### src/rtl/clk_seq_ctrl.sv
// clk_seq_ctrl: sequences datapath reset release after PLL lock and
// generates the sample-rate strobe from a run-time adjustable divide ratio.
//
// Divide-change handshake (div_req / div_val / div_ack):
//   The requester raises div_req with div_val and holds both stable until it
//   sees div_ack high. A request is latched on the first edge where div_req is
//   high and no earlier request is pending; while pending, div_req is ignored.
//   div_ack is a one-cycle pulse on the edge the new ratio becomes active.
//   The requester drops div_req during the cycle in which div_ack is high;
//   a div_req still high on the following edge is taken as a fresh request.
module clk_seq_ctrl #(
  parameter int DIV_W     = 16,
  parameter int LOCK_HOLD = 1024,
  parameter int DEF_DIV   = 4
) (
  input  logic             sys_clk,
  input  logic             rst_n,
  input  logic             pll_locked,
  input  logic             div_req,
  input  logic [DIV_W-1:0] div_val,
  output logic             div_ack,
  output logic             dp_rst_n,
  output logic             sample_en,
  output logic [1:0]       state
);

  localparam int HOLD_W = (LOCK_HOLD > 1) ? $clog2(LOCK_HOLD) : 1;
  localparam logic [HOLD_W-1:0] HOLD_LAST = HOLD_W'(LOCK_HOLD - 1);
  localparam logic [HOLD_W-1:0] HOLD_ONE  = HOLD_W'(1);
  localparam logic [DIV_W-1:0]  DIV_ONE   = DIV_W'(1);
  localparam logic [DIV_W-1:0]  DIV_DEF   = DIV_W'(DEF_DIV);

  typedef enum logic [1:0] {
    ST_WAIT_LOCK = 2'd0,
    ST_HOLD      = 2'd1,
    ST_RUN       = 2'd2
  } state_t;

  // Lock synchronizer
  logic r_sync1;
  logic r_lock_s;

  // FSM
  state_t r_state;
  state_t w_state_nxt;

  // Counters and divide-ratio registers
  logic [HOLD_W-1:0] r_hold_cnt;
  logic [DIV_W-1:0]  r_div_cnt;
  logic [DIV_W-1:0]  r_active;
  logic [DIV_W-1:0]  r_pend_val;
  logic              r_pending;

  // Registered outputs and their next values
  logic r_div_ack;
  logic r_dp_rst_n;
  logic r_sample_en;
  logic w_div_ack_nxt;
  logic w_dp_rst_n_nxt;
  logic w_sample_en_nxt;

  // Datapath decode
  logic             w_wrap;
  logic             w_apply;
  logic             w_latch;
  logic [DIV_W-1:0] w_req_val;

  // End of a sample period: counter has reached active-1 while running.
  assign w_wrap    = (r_state == ST_RUN) && (r_div_cnt == (r_active - DIV_ONE));
  // Outside RUN there is no period to respect, so a pending ratio applies at once.
  assign w_apply   = r_pending && ((r_state != ST_RUN) || w_wrap);
  assign w_latch   = div_req && !r_pending;
  assign w_req_val = (div_val == '0) ? DIV_ONE : div_val;

  // Two-flop synchronizer for the asynchronous PLL lock indication.
  always_ff @(posedge sys_clk or negedge rst_n) begin
    if (!rst_n) begin
      r_sync1  <= 1'b0;
      r_lock_s <= 1'b0;
    end else begin
      r_sync1  <= pll_locked;
      r_lock_s <= r_sync1;
    end
  end

  // FSM state register.
  always_ff @(posedge sys_clk or negedge rst_n) begin
    if (!rst_n) begin
      r_state <= ST_WAIT_LOCK;
    end else begin
      r_state <= w_state_nxt;
    end
  end

  // FSM next-state logic: lock loss from any state returns to WAIT_LOCK.
  always_comb begin
    w_state_nxt = r_state;
    case (r_state)
      ST_WAIT_LOCK: begin
        if (r_lock_s) w_state_nxt = ST_HOLD;
      end
      ST_HOLD: begin
        if (!r_lock_s)                   w_state_nxt = ST_WAIT_LOCK;
        else if (r_hold_cnt == HOLD_LAST) w_state_nxt = ST_RUN;
      end
      ST_RUN: begin
        if (!r_lock_s) w_state_nxt = ST_WAIT_LOCK;
      end
      default: w_state_nxt = ST_WAIT_LOCK;
    endcase
  end

  // FSM output logic: next values for the registered outputs.
  always_comb begin
    w_dp_rst_n_nxt  = (w_state_nxt == ST_RUN);
    w_sample_en_nxt = (r_state == ST_RUN) && r_lock_s && w_wrap;
    w_div_ack_nxt   = w_apply;
  end

  // Output registers.
  always_ff @(posedge sys_clk or negedge rst_n) begin
    if (!rst_n) begin
      r_dp_rst_n  <= 1'b0;
      r_sample_en <= 1'b0;
      r_div_ack   <= 1'b0;
    end else begin
      r_dp_rst_n  <= w_dp_rst_n_nxt;
      r_sample_en <= w_sample_en_nxt;
      r_div_ack   <= w_div_ack_nxt;
    end
  end

  // Hold counter: zero while waiting for lock, counts up through HOLD.
  always_ff @(posedge sys_clk or negedge rst_n) begin
    if (!rst_n) begin
      r_hold_cnt <= '0;
    end else if (r_state == ST_HOLD) begin
      r_hold_cnt <= r_hold_cnt + HOLD_ONE;
    end else begin
      r_hold_cnt <= '0;
    end
  end

  // Divide counter: cleared until RUN is entered, then wraps at active-1.
  always_ff @(posedge sys_clk or negedge rst_n) begin
    if (!rst_n) begin
      r_div_cnt <= '0;
    end else if (r_state != ST_RUN) begin
      r_div_cnt <= '0;
    end else if (w_wrap) begin
      r_div_cnt <= '0;
    end else begin
      r_div_cnt <= r_div_cnt + DIV_ONE;
    end
  end

  // Divide ratio: latch a request into pending, promote it to active on apply.
  always_ff @(posedge sys_clk or negedge rst_n) begin
    if (!rst_n) begin
      r_active   <= DIV_DEF;
      r_pend_val <= '0;
      r_pending  <= 1'b0;
    end else if (w_apply) begin
      r_active  <= r_pend_val;
      r_pending <= 1'b0;
    end else if (w_latch) begin
      r_pend_val <= w_req_val;
      r_pending  <= 1'b1;
    end
  end

  assign div_ack   = r_div_ack;
  assign dp_rst_n  = r_dp_rst_n;
  assign sample_en = r_sample_en;
  assign state     = r_state;

endmodule

### config.mk
export PLATFORM = sky130hd
export DESIGN_NAME = clk_seq_ctrl
export DESIGN_NICKNAME = d
export VERILOG_FILES = /design/src/rtl/clk_seq_ctrl.sv
export SDC_FILE = /design/constraint.sdc
export NUM_CORES = 1
export LEC_CHECK = 0
export ABC_CLOCK_PERIOD_IN_PS = 7100
export CAP_MARGIN = 20
export CORE_MARGIN = 10
export CORE_UTILIZATION = 50
export DETAILED_ROUTE_END_ITERATION = 16
export HOLD_SLACK_MARGIN = 0.02
export PLACE_DENSITY = 0.7
export SLEW_MARGIN = 20
export SYNTH_ARGS = -nofsm -noshare
export SYNTH_HDL_FRONTEND = slang
export SYNTH_SLANG_ARGS = --single-unit
### constraint.sdc
create_clock -name sys_clk -period 7.1 [get_ports sys_clk]
set_input_delay 1.42 -clock sys_clk [delete_from_list [all_inputs] [get_ports sys_clk]]
set_output_delay 1.42 -clock sys_clk [all_outputs]
set_load 0.05 [all_outputs]
After elaboration in Yosys (flattened, before gate mapping). Cells that the tools add are included.

Register bits after elaboration: 66. Input port bits: 20. Output and inout bits: 5. Word-level logic and storage cells: 43.

Add/sub/neg operators: 3. Equality and inequality tests: 6. Muxes and demuxes: 11. Bitwise logic cells: 1. Reduce and logical (&&, ||, !) cells: 11.

Operators by type and width (count): 16-bit 2-to-1 mux (3); 16-bit by 1-bit adder with 16-bit output (second input constant) (1); 16-bit equality test (1); 16-bit zero test (1); 16-bit by 1-bit subtractor with 16-bit output (second input constant) (1); 10-bit by 1-bit adder with 10-bit output (second input constant) (1); 10-bit equality test (second input constant) (1); 10-bit 2-to-1 mux (1); 2-bit 2-to-1 mux (4); 2-bit case mux with 3 select lines (1); 1-bit logical AND (5); 2-bit equality test (second input constant) (2); 2-bit by 1-bit equality test with 1-bit output (second input constant) (1); 2-bit zero test (1); 1-bit 2-to-1 mux (2); 2-bit != test (second input constant) (1); 2-bit AND reduction (1); 2-bit nonzero test (1); 1-bit zero test (1); 1-bit logical OR (1); 1-bit NOT (1).

Depth between registers and ports, before layout.
Depth in word-level cells: 7. Depth in mapped cells: 10. Depth with buffers taken out: 9.

Least setup slack after synthesis. OpenSTA, ideal clock, no wires.

Path type: register -> register. From: register r_active[2]. To: register r_active[0]. Library setup time: 125 ps. Arrival time: 2932 ps. Required time: 6975 ps. Setup slack: 4043 ps. Cell stages (with the launch flop): 10. Path buffers: 2. Clock period less this slack: 3057 ps. Cells stage by stage: dfstp_2 buf_6 nor3_1 nand3_1 or4_1 a221o_1 nor4_4 o21ai_4 buf_6 mux2_4.

Longest elaborated chain between the ends: 5.

RTL lines: from (decl) (RTL line 50) `logic [DIV_W-1:0] r_active;`; from (signal assigned) (RTL line 164) `r_active <= r_pend_val;`; 16-bit by 1-bit subtractor with 16-bit output (RTL line 69) `assign w_wrap = (r_state == ST_RUN) && (r_div_cnt == (r_active - DIV_ONE));`; 16-bit equality test (RTL line 69); 1-bit logical AND (RTL line 69); 1-bit logical OR (RTL line 71) `assign w_apply = r_pending && ((r_state != ST_RUN) || w_wrap);`; 1-bit logical AND (RTL line 71).

No other way between the ends. A chain may end at the register's enable or synchronous reset.

Worst setup path in the final report.
From: register r_active[0]. To: register r_active[12].

The elaborated chain is that of the path after synthesis.

==> metrics.cfg <==
[synth]
ys.flop_type = dfrtp_1
synth_top_area_cell = dfrtp_1
ys_ff_latch = 66
synth_cells = 292
seq_area_frac_synth = 0.502
yosysUniqueCellTypes = 43
yosys.area.top_type_share = 0.494
yosys-top-cells-area = dfrtp_1 49%, mux2_2 7.5%, xnor2_1 5.6%
synth_edf_count = 0
ys_warn_count = 0
syn-cell-area_sq_um = 3290
async_flop_share = 1.00
synth.avg_cell_area_sq_um = 11.3
syn_nets = 315

[setup_path]
max_stage_delay_ps = 740
path_cells = inv_1 -> ha_1 -> nor4b_1 -> a31oi_1 -> a221o_1 -> nand4_1 -> nor4_4 -> buf_4 -> o21ai_4 -> mux2_2
ff2ff_path_depth = 10
r2r_slack_ps = 3680
critical-path-slowest-cell = nor4b_1
r2r-end = r_active[12]
crit_buf_inv = 2
start_kind = flip-flop
end_kind = flip-flop
critical_path.top_delay_family = compound AO/OA/AOI/OAI gates
reg2reg_from = r_active[0]
path_class = flip-flop to flip-flop
cp_max_fo = 18
cp_data_required_time_ps = 7320
arrival_ps = 3640

[job]
maxCapViolations = 0

[routing]
wl_per_cell_um = 15.0
ant_nets = 0
firstDrtPassIters = 4
drcViolationCount = 0
vias_per_cell = 5.50
vias = 2200
drt_wl_total_um = 6010
drt_iter0_markers = 131

[final_layout]
n_antenna_cell = 0
area_delta_synth_final_pct = 14.8
num-nets-final = 342
layout-drive-gt1-share = 0.161

[clock_network]
clock-sinks = 66
cts_setup_buffers = 0
cts_hold_buffers = 0
cts_tree = built
numCtsBuffers = 9
clk_pin_slew_ps = 70
htree_levels = 3
cts_resized = 0
clockBufferDepth = 2
root_buffer = clkbuf_8
clk_latency_ps = 340

[sta]
tns_ps = 0
fmax_mhz = 292
relSlewSlack = 0.408
setup-violations-final = 0
rsz0062_at_grt = no
finalCritPeriodShare = 0.482
drv_slew = 0
fin_ws_ps = 3680
fin_crit_ps = 3420
skew_ps = 13.4
hold_viol = 0
tightest_slew_ps = 875

[hold_path]
holdCritPathClass = flip-flop to flip-flop
worstHoldStart = r_sync1
hold_depth = 0
hold_end = r_lock_s

[power]
pwr-share-seq = 0.492
peakVddDrop_v = 0.000150
pwr-share-comb = 0.174
p_sw_frac = 0.272
internal_power_uw = 677
p_switching_uw = 253
p_leak_nw = 1.57
power_density_nw_per_um2 = 246
clock_power_share = 0.334

[place]
post-place-ws_ps = 3690
place_hpwl_um = 4270
place.gp.congestion = 0.869
io_buffers = 24

[grt]
grt_pass1_wl_um = 10300
grt_usage = 0.124
antenna_found_initial = 0
grt_pass1_vias = 2155
gr-total-overflow = 0
grt_start_max_net_pins = 67

[die]
dieArea_sq_um = 10200
die_height_um = 101
start_util = 0.515
rows = 29
core_area_sq_um = 6390
die_w_um = 101
ios = 25

[outcome]
status = finished clean

[power groups by stage]
| stage | Sequential (mW) | Combinational, mW | Clock, mW |
|---|---|---|---|
| 6_report | 0.457 | 0.162 | 0.310 |
| 5_1_grt | 0.464 | 0.181 | 0.339 |
| 4_1_cts | 0.457 | 0.164 | 0.319 |
| 3_5_place_dp | 0.465 | 0.163 | 0 |
| 3_3_place_gp | 0.463 | 0.160 | 0 |
| 2_1_floorplan | 0.453 | 0.130 | 0 |
[cell usage in the layout, fill, tap and decap left out, types with 3 or more instances in the layout]
cell             instances
clkdlybuf4s50_1         23
nor3_1                  22
clkbuf_8                10
mux2_2                  22
o21a_1                   3
or3_1                    4
and3_1                   7
mux2_4                   9
xnor2_1                 21
nand4_1                  4
inv_1                    5
nor2_1                  17
ha_1                     3
nand2b_1                 7
o21ai_0                  5
and2_1                   3
xor2_1                  20
nand3_1                 16
dfrtp_1                 65
nor2b_1                  3
nor4_1                   4
a21oi_1                  4
nand2_1                 15
[stage by stage]
step	std cells	power [mW]	hold WS, ps	area [sq um]	util
floorplan	292	0.583	331	3290	-
CTS	400	0.940	356	3780	0.592
detailed placement	385	0.628	339	3590	0.562
global placement	385	0.623	332	3590	0.562
global route	400	0.984	372	3780	0.592
finish	400	0.930	353	3780	0.592
[cell usage after synthesis, types with 5 or more instances]
cell type and count:
o21ai_0 5, dfrtp_1 65, and3_1 7, nand2b_1 7
clkbuf_1 7, inv_1 5, nor3_1 22, nand3_1 16
xor2_1 20, xnor2_1 21, mux2_4 9, nor2_1 17
mux2_2 22, nand2_1 15
[layer usage]
layer | vias to the layer above | part of all wire | track usage
met5 | - | 0 | 0
met4 | 0 | 0.014 | 0.0450
met3 | 8 | 0.045 | 0.0381
met2 | 35 | 0.46 | 0.186
met1 | 1074 | 0.48 | 0.165
li1 | 1083 | - | -
[flip-flops by register name, summed over array words and instances (netlist names)]
signal / cells
r_pending: 1
r_hold_cnt: 10
state: 2
sample_en: 1
div_ack: 1
r_div_cnt: 16
r_active: 16
r_sync1: 1
r_pend_val: 16
r_lock_s: 1
dp_rst_n: 1
[worst register-to-register path: cells and delay by family, from the launching register on]
| family | cells | cell delay, ps |
|---|---|---|
| AOI/OAI and AO/OA | 3 | 1020 |
| buffers and inverters | 2 | 290 |
| and+or+nand+nor | 3 | 920 |
| adders and majority gates | 1 | 230 |
| muxes | 1 | 420 |
| DFF | 1 | 430 |
[cells by family (layout without fill, tap and decap cells)]
kind of cell               Yosys count  count (layout)  share of synthesized area
xor gates and xnor gates            41              41                      0.109
adders and majority gates            3               3                     0.0114
DFF                                 66              66                      0.502
buffers and inverters               15              46                     0.0217
AOI/OAI and AO/OA                   23              23                     0.0509
muxes                               32              32                      0.119
and+or+nand+nor                    112             112                      0.185
[worst max path at each step]
stage,end,from,slack (ps),cells past startpoint
after global routing,r_active[12],r_active[0],3400,10
after floorplan,r_active[0],r_active[2],4040,9
final,r_active[12],r_active[0],3680,10
after detailed placement,r_active[8],r_active[0],3690,10
after global placement,r_active[8],r_active[0],3750,10
after CTS,r_active[12],r_active[0],3660,10
[final cells by class]
class,count,area [sq um]
fillers,543,2610
inverters,5,18.8
repair buffers,26,250
multi-input cells,211,1570
well taps,77,96.3
flip-flops and latches,66,1650
clock inverters,4,51.3
clock buffers,11,141
(Power assumes the default switching activity.)
